<file path="config.mk">
export PLATFORM = sky130hd
export DESIGN_NAME = string_mem_loader
export DESIGN_NICKNAME = d
export VERILOG_FILES = /design/src/rtl/string_mem_loader.sv
export SDC_FILE = /design/constraint.sdc
export NUM_CORES = 1
export LEC_CHECK = 0
export CAP_MARGIN = 10
export CORE_MARGIN = 2
export CORE_UTILIZATION = 30
export DETAILED_ROUTE_END_ITERATION = 6
export GPL_TIMING_DRIVEN = 1
export HOLD_SLACK_MARGIN = 0.1
export PLACE_DENSITY = 0.72
export SLEW_MARGIN = 20
export SYNTH_ARGS = -nofsm -noshare
export SYNTH_HDL_FRONTEND = slang
export SYNTH_SLANG_ARGS = --single-unit
</file>
<file path="constraint.sdc">
create_clock -name clk -period 3.7 [get_ports clk]
set_clock_uncertainty 0.1 [all_clocks]
set_input_delay 1.11 -clock clk [delete_from_list [all_inputs] [get_ports clk]]
set_output_delay 1.11 -clock clk [all_outputs]
set_load 0.02 [all_outputs]
</file>
<file path="src/rtl/string_mem_loader.sv">
// rtl/string_mem_loader.sv - byte-stream loader that fills CPU data memory with text and pattern operands
//
// Ports:
//   reset, clk                  asynchronous active-high reset, rising-edge clock
//   start                       one-cycle pulse, begins loading (IDLE only)
//   byte_valid/byte_data/
//   byte_last/byte_ready        byte-stream handshake; byte_last closes a segment
//   mem_wr_en/addr/data         registered word write into CPU data memory
//   str_len, pat_len            live text / pattern character counters
//   overflow                    sticky, a segment ran past its maximum length
//   cpu_reset, done             CPU held in reset until loading has completed

module string_mem_loader #(
    parameter logic [31:0] STR_BASE = 32'h00000000,
    parameter logic [31:0] PAT_BASE = 32'h00000400,
    parameter int          MAX_STR  = 256,
    parameter int          MAX_PAT  = 256,
    parameter int          LEN_W    = 9
) (
    input  logic             reset,
    input  logic             clk,
    input  logic             start,
    input  logic             byte_valid,
    input  logic [7:0]       byte_data,
    input  logic             byte_last,
    output logic             byte_ready,
    output logic             mem_wr_en,
    output logic [31:0]      mem_wr_addr,
    output logic [31:0]      mem_wr_data,
    output logic [LEN_W-1:0] str_len,
    output logic [LEN_W-1:0] pat_len,
    output logic             overflow,
    output logic             cpu_reset,
    output logic             done
);

    typedef enum logic [2:0] {
        IDLE,
        LOAD_STR,
        LOAD_PAT,
        FLUSH,
        DONE
    } state_t;

    localparam logic [LEN_W-1:0] STR_LIMIT = LEN_W'(MAX_STR);
    localparam logic [LEN_W-1:0] PAT_LIMIT = LEN_W'(MAX_PAT);

    state_t state;
    logic   accept;

    // Ready is a pure decode of the registered state: the loader never back-pressures
    // while a segment is open and never accepts outside one.
    assign byte_ready = (state == LOAD_STR) || (state == LOAD_PAT);
    assign accept     = byte_valid & byte_ready;

    always_ff @(posedge clk or posedge reset) begin
        if (reset) begin
            state       <= IDLE;
            mem_wr_en   <= 1'b0;
            mem_wr_addr <= 32'h0;
            mem_wr_data <= 32'h0;
            str_len     <= '0;
            pat_len     <= '0;
            overflow    <= 1'b0;
            cpu_reset   <= 1'b1;
            done        <= 1'b0;
        end else begin
            // Write strobe is a one-cycle pulse following each stored byte.
            mem_wr_en <= 1'b0;

            case (state)
                IDLE: begin
                    if (start) begin
                        state <= LOAD_STR;
                    end
                end

                LOAD_STR: begin
                    if (accept) begin
                        if (str_len < STR_LIMIT) begin
                            mem_wr_en   <= 1'b1;
                            mem_wr_addr <= STR_BASE + (32'(str_len) << 2);
                            mem_wr_data <= {24'b0, byte_data};
                            str_len     <= str_len + 1'b1;
                        end else begin
                            // Counter saturates; excess bytes are dropped.
                            overflow <= 1'b1;
                        end
                        if (byte_last) begin
                            state <= LOAD_PAT;
                        end
                    end
                end

                LOAD_PAT: begin
                    if (accept) begin
                        if (pat_len < PAT_LIMIT) begin
                            mem_wr_en   <= 1'b1;
                            mem_wr_addr <= PAT_BASE + (32'(pat_len) << 2);
                            mem_wr_data <= {24'b0, byte_data};
                            pat_len     <= pat_len + 1'b1;
                        end else begin
                            overflow <= 1'b1;
                        end
                        if (byte_last) begin
                            state <= FLUSH;
                        end
                    end
                end

                // The final pattern write is on the bus during this cycle, so the
                // CPU is released only once it has landed.
                FLUSH: begin
                    state     <= DONE;
                    cpu_reset <= 1'b0;
                    done      <= 1'b1;
                end

                DONE: begin
                    state <= DONE;
                end

                default: begin
                    state <= IDLE;
                end
            endcase
        end
    end

endmodule

</file>
==> metrics <==
status=finished clean; Async SR Flop Fraction=1.000; core area=around 7300 sq um; Cell Area, Synth=approximately 2300 sq um; CP max stage delay=about 0.62 ns; Die H=between 90 and 100 um; first-pass GRT wire length=around 7600 um; nets@finish=approximately 270; Antenna diodes=0; setup tns final=0 ns; Synth Instances=a little under 200; remaining antenna violation count after routing=0; CTS clk-pin slew, worst paths=roughly 0.09 ns; Pre-Repair DR Iteration Count=3; dpl hpwl=about 3300 um; Setup crit start kind=register; vias in the first global route=1485; GRT Util Overall=0.1138; cts hold-fix bufs=0; Min Clock Period, post-route=between 3 and 4 ns; flop2flop setup slack=around 1.6 ns; slew of the pin with the lowest slew margin=0.6850 ns; Critical Path RT=approximately 2.5 ns; Avg WL per Cell=between 10 and 15 um; final hold vios=0; FF-to-FF Start=state[1]; Post-CTS Setup Inserts=0; post-route design area=2864 sq um; fill count=734; chain of cells forming the critical path=nand2b_1 > a21oi_1 > clkdlybuf4s50_1; placer's final routability congestion estimate=slightly below 0.8; CTS HTree Levels=2; RSZ-0062 raised after global routing=false; Yosys cell types=37; die area=8369 sq um; Synth area leaders=dfrtp_1 46%, buf_4 15%, mux2_2 9.3%; register share of total power=0.366; Hold Crit Depth=1; chip width=~90 um; max_slew headroom=0.5413; Hold Path End=done; Fmax=329.9 MHz; final wirelength=4570 um; CTS tree=built; CTS-repair resized insts=0; reg2reg path depth=4; MaxCap Viol Count=0; count of input and output buffers=53; Comb pwr share=0.457; share of layout cells above drive strength 1=0.1548; Mean Syn Cell Area=11.77 sq um; clock buffer depth=2; maximum vdd ir drop=~0.46 mV; dominant cell type by area after synthesis=dfrtp_1; Crit. End Element=output port; #FFs+latches synth=43; Setup CP Type=register to output port; crit path max-delay cell type=clkdlybuf4s50_1; CP max FO=13; CTS root buffer=clkbuf_8; HP Class=register to register; Tcrit/Tclk final=0.8193; number of remaining DRC errors=0; Synth Warn #=0; worst-skew pair later-pin latency=approximately 0.3 ns; Starting Density=0.3132; # IOs=100; switching share of power=0.3736; vias per cell=between 4 and 5; ys flop type=dfrtp_1; largest net degree at the start of global routing=between 40 and 50; share of Yosys cell area claimed by the top area cell type=0.4578; power per cell area=between 700 and 800 nW/um^2; Iteration-0 DRC Markers=between 50 and 60; Synth top cells by count=46 x buf_4, 42 x dfrtp_1, 19 x mux2_2; placed instance area=between 2000 and 3000 sq um; Num CTS Buffers=5; sw power=between 0.0007 and 0.0008 W; row count=31; most frequent cell after synthesis=buf_4; leakage power=approximately 1.3 nW; fin. max-slew vios=0; Area growth syn-to-layout=24.74%; clk sinks=between 40 and 50; Seq/Total Area, Yosys=0.4692; reg2reg end=mem_wr_data[3]; antenna violations before repair=0; Int Pwr=between 0.001 and 0.0015 W; Post-synth EDFFs=0; WP data arrival=between 1.5 and 2 ns; clock power share=0.177; Hold Path Origin=done; final setup fails=0; vias=1457; grt total ovfl=0
==> worst max-delay path, delay by kind of cell (launching register included) <==
| kind | cells | cell delay [ns] |
|---|---|---|
| simple gates | 1 | 0.22 |
| flops | 1 | 0.52 |
| compound gates | 1 | 0.17 |
| buf+inv | 1 | 0.62 |
==> logic make-up after synthesis <==
family,count (synthesis),synth area share
flops,43,0.4692
simple gates,47,0.1243
fa+ha+maj,2,0.01090
compound gates,9,0.03161
xor+xnor,14,0.05341
mux,26,0.1390
buf+inv,53,0.1700
other cells,1,0.001633
==> layout make-up <==
type,count,area (sq um),area share
flip-flops and latches,43,1077,0.3761
multi-input cells,144,997.2,0.3482
repair buffers,55,545.5,0.1905
well taps,99,123.9,0.04325
clock buffers,5,68.82,0.02403
clock inverters,3,43.79,0.01529
inverters,2,7.507,0.002621
==> stage by stage <==
step	power [W]	instances	util	hold slack, ns	setup slack, ns
after floorplan	0.001398	240	-	0.4258	1.418
after global placement	0.001718	343	0.3753	0.3562	0.8217
after detailed placement	0.001735	343	0.3753	0.3567	0.7950
after CTS	0.002115	351	0.3907	0.3838	0.6370
after global routing	0.002214	351	0.3907	0.4086	0.5604
final	0.002088	351	0.3907	0.3734	0.6684
==> layout by cell type (no fill, tap or decap), drive strengths merged <==
cell type,netlist,final
a2111oi,1,1
a21oi,4,4
a41o,1,1
and2,1,1
and3,2,2
and3b,1,1
and4,1,1
and4b,1,1
buf,49,2
bufinv,0,1
clkbuf,2,5
clkdlybuf4s50,0,53
clkinv,0,2
conb,1,46
dfrtp,42,42
dfstp,1,1
ha,2,2
inv,2,2
mux2,26,26
nand2,8,8
nand2b,4,4
nand3,6,6
nand3b,3,3
nand4,2,2
nor2,2,2
nor2b,3,3
nor3,3,3
nor3b,4,4
nor4,3,3
o21a,1,1
o21bai,2,2
or3,1,1
or3b,2,2
xnor2,7,7
xor2,7,7
==> worst max path at each step <==
stage | from | to | cells after the start
6_report | state[0] | byte_ready | 3
5_1_grt | state[0] | byte_ready | 3
2_1_floorplan | state[0] | byte_ready | 3
4_1_cts | state[0] | byte_ready | 3
3_5_place_dp | byte_valid | mem_wr_data[0] | 5
3_3_place_gp | byte_valid | mem_wr_addr[9] | 5
==> per-layer routing <==
layer | vias to the layer above | wire, um | track usage
met3 | 5 | 294 | 0.03651
met1 | 711 | 2055 | 0.1472
met5 | - | 0 | 0
met4 | 0 | 41 | 0.03157
met2 | 57 | 2179 | 0.1826
li1 | 684 | - | -
==> state kept, by name, indices dropped and copies added (netlist names) <==
name and cells:
cpu_reset 1, state 3, mem_wr_en 1, pat_len 9, done 1, mem_wr_data 8
overflow 1, str_len 9, mem_wr_addr 10
==> power groups by stage <==
stage	Clock [W]	Combinational, W	Sequential (W)
after floorplan	0	0.000516	0.000882
after detailed placement	0	0.000960	0.000775
after global routing	0.000395	0.00102	0.000795
after CTS	0.000381	0.000967	0.000768
final	0.000369	0.000954	0.000765
after global placement	0	0.000946	0.000772
No activity file was read; power rests on OpenSTA's default activity.
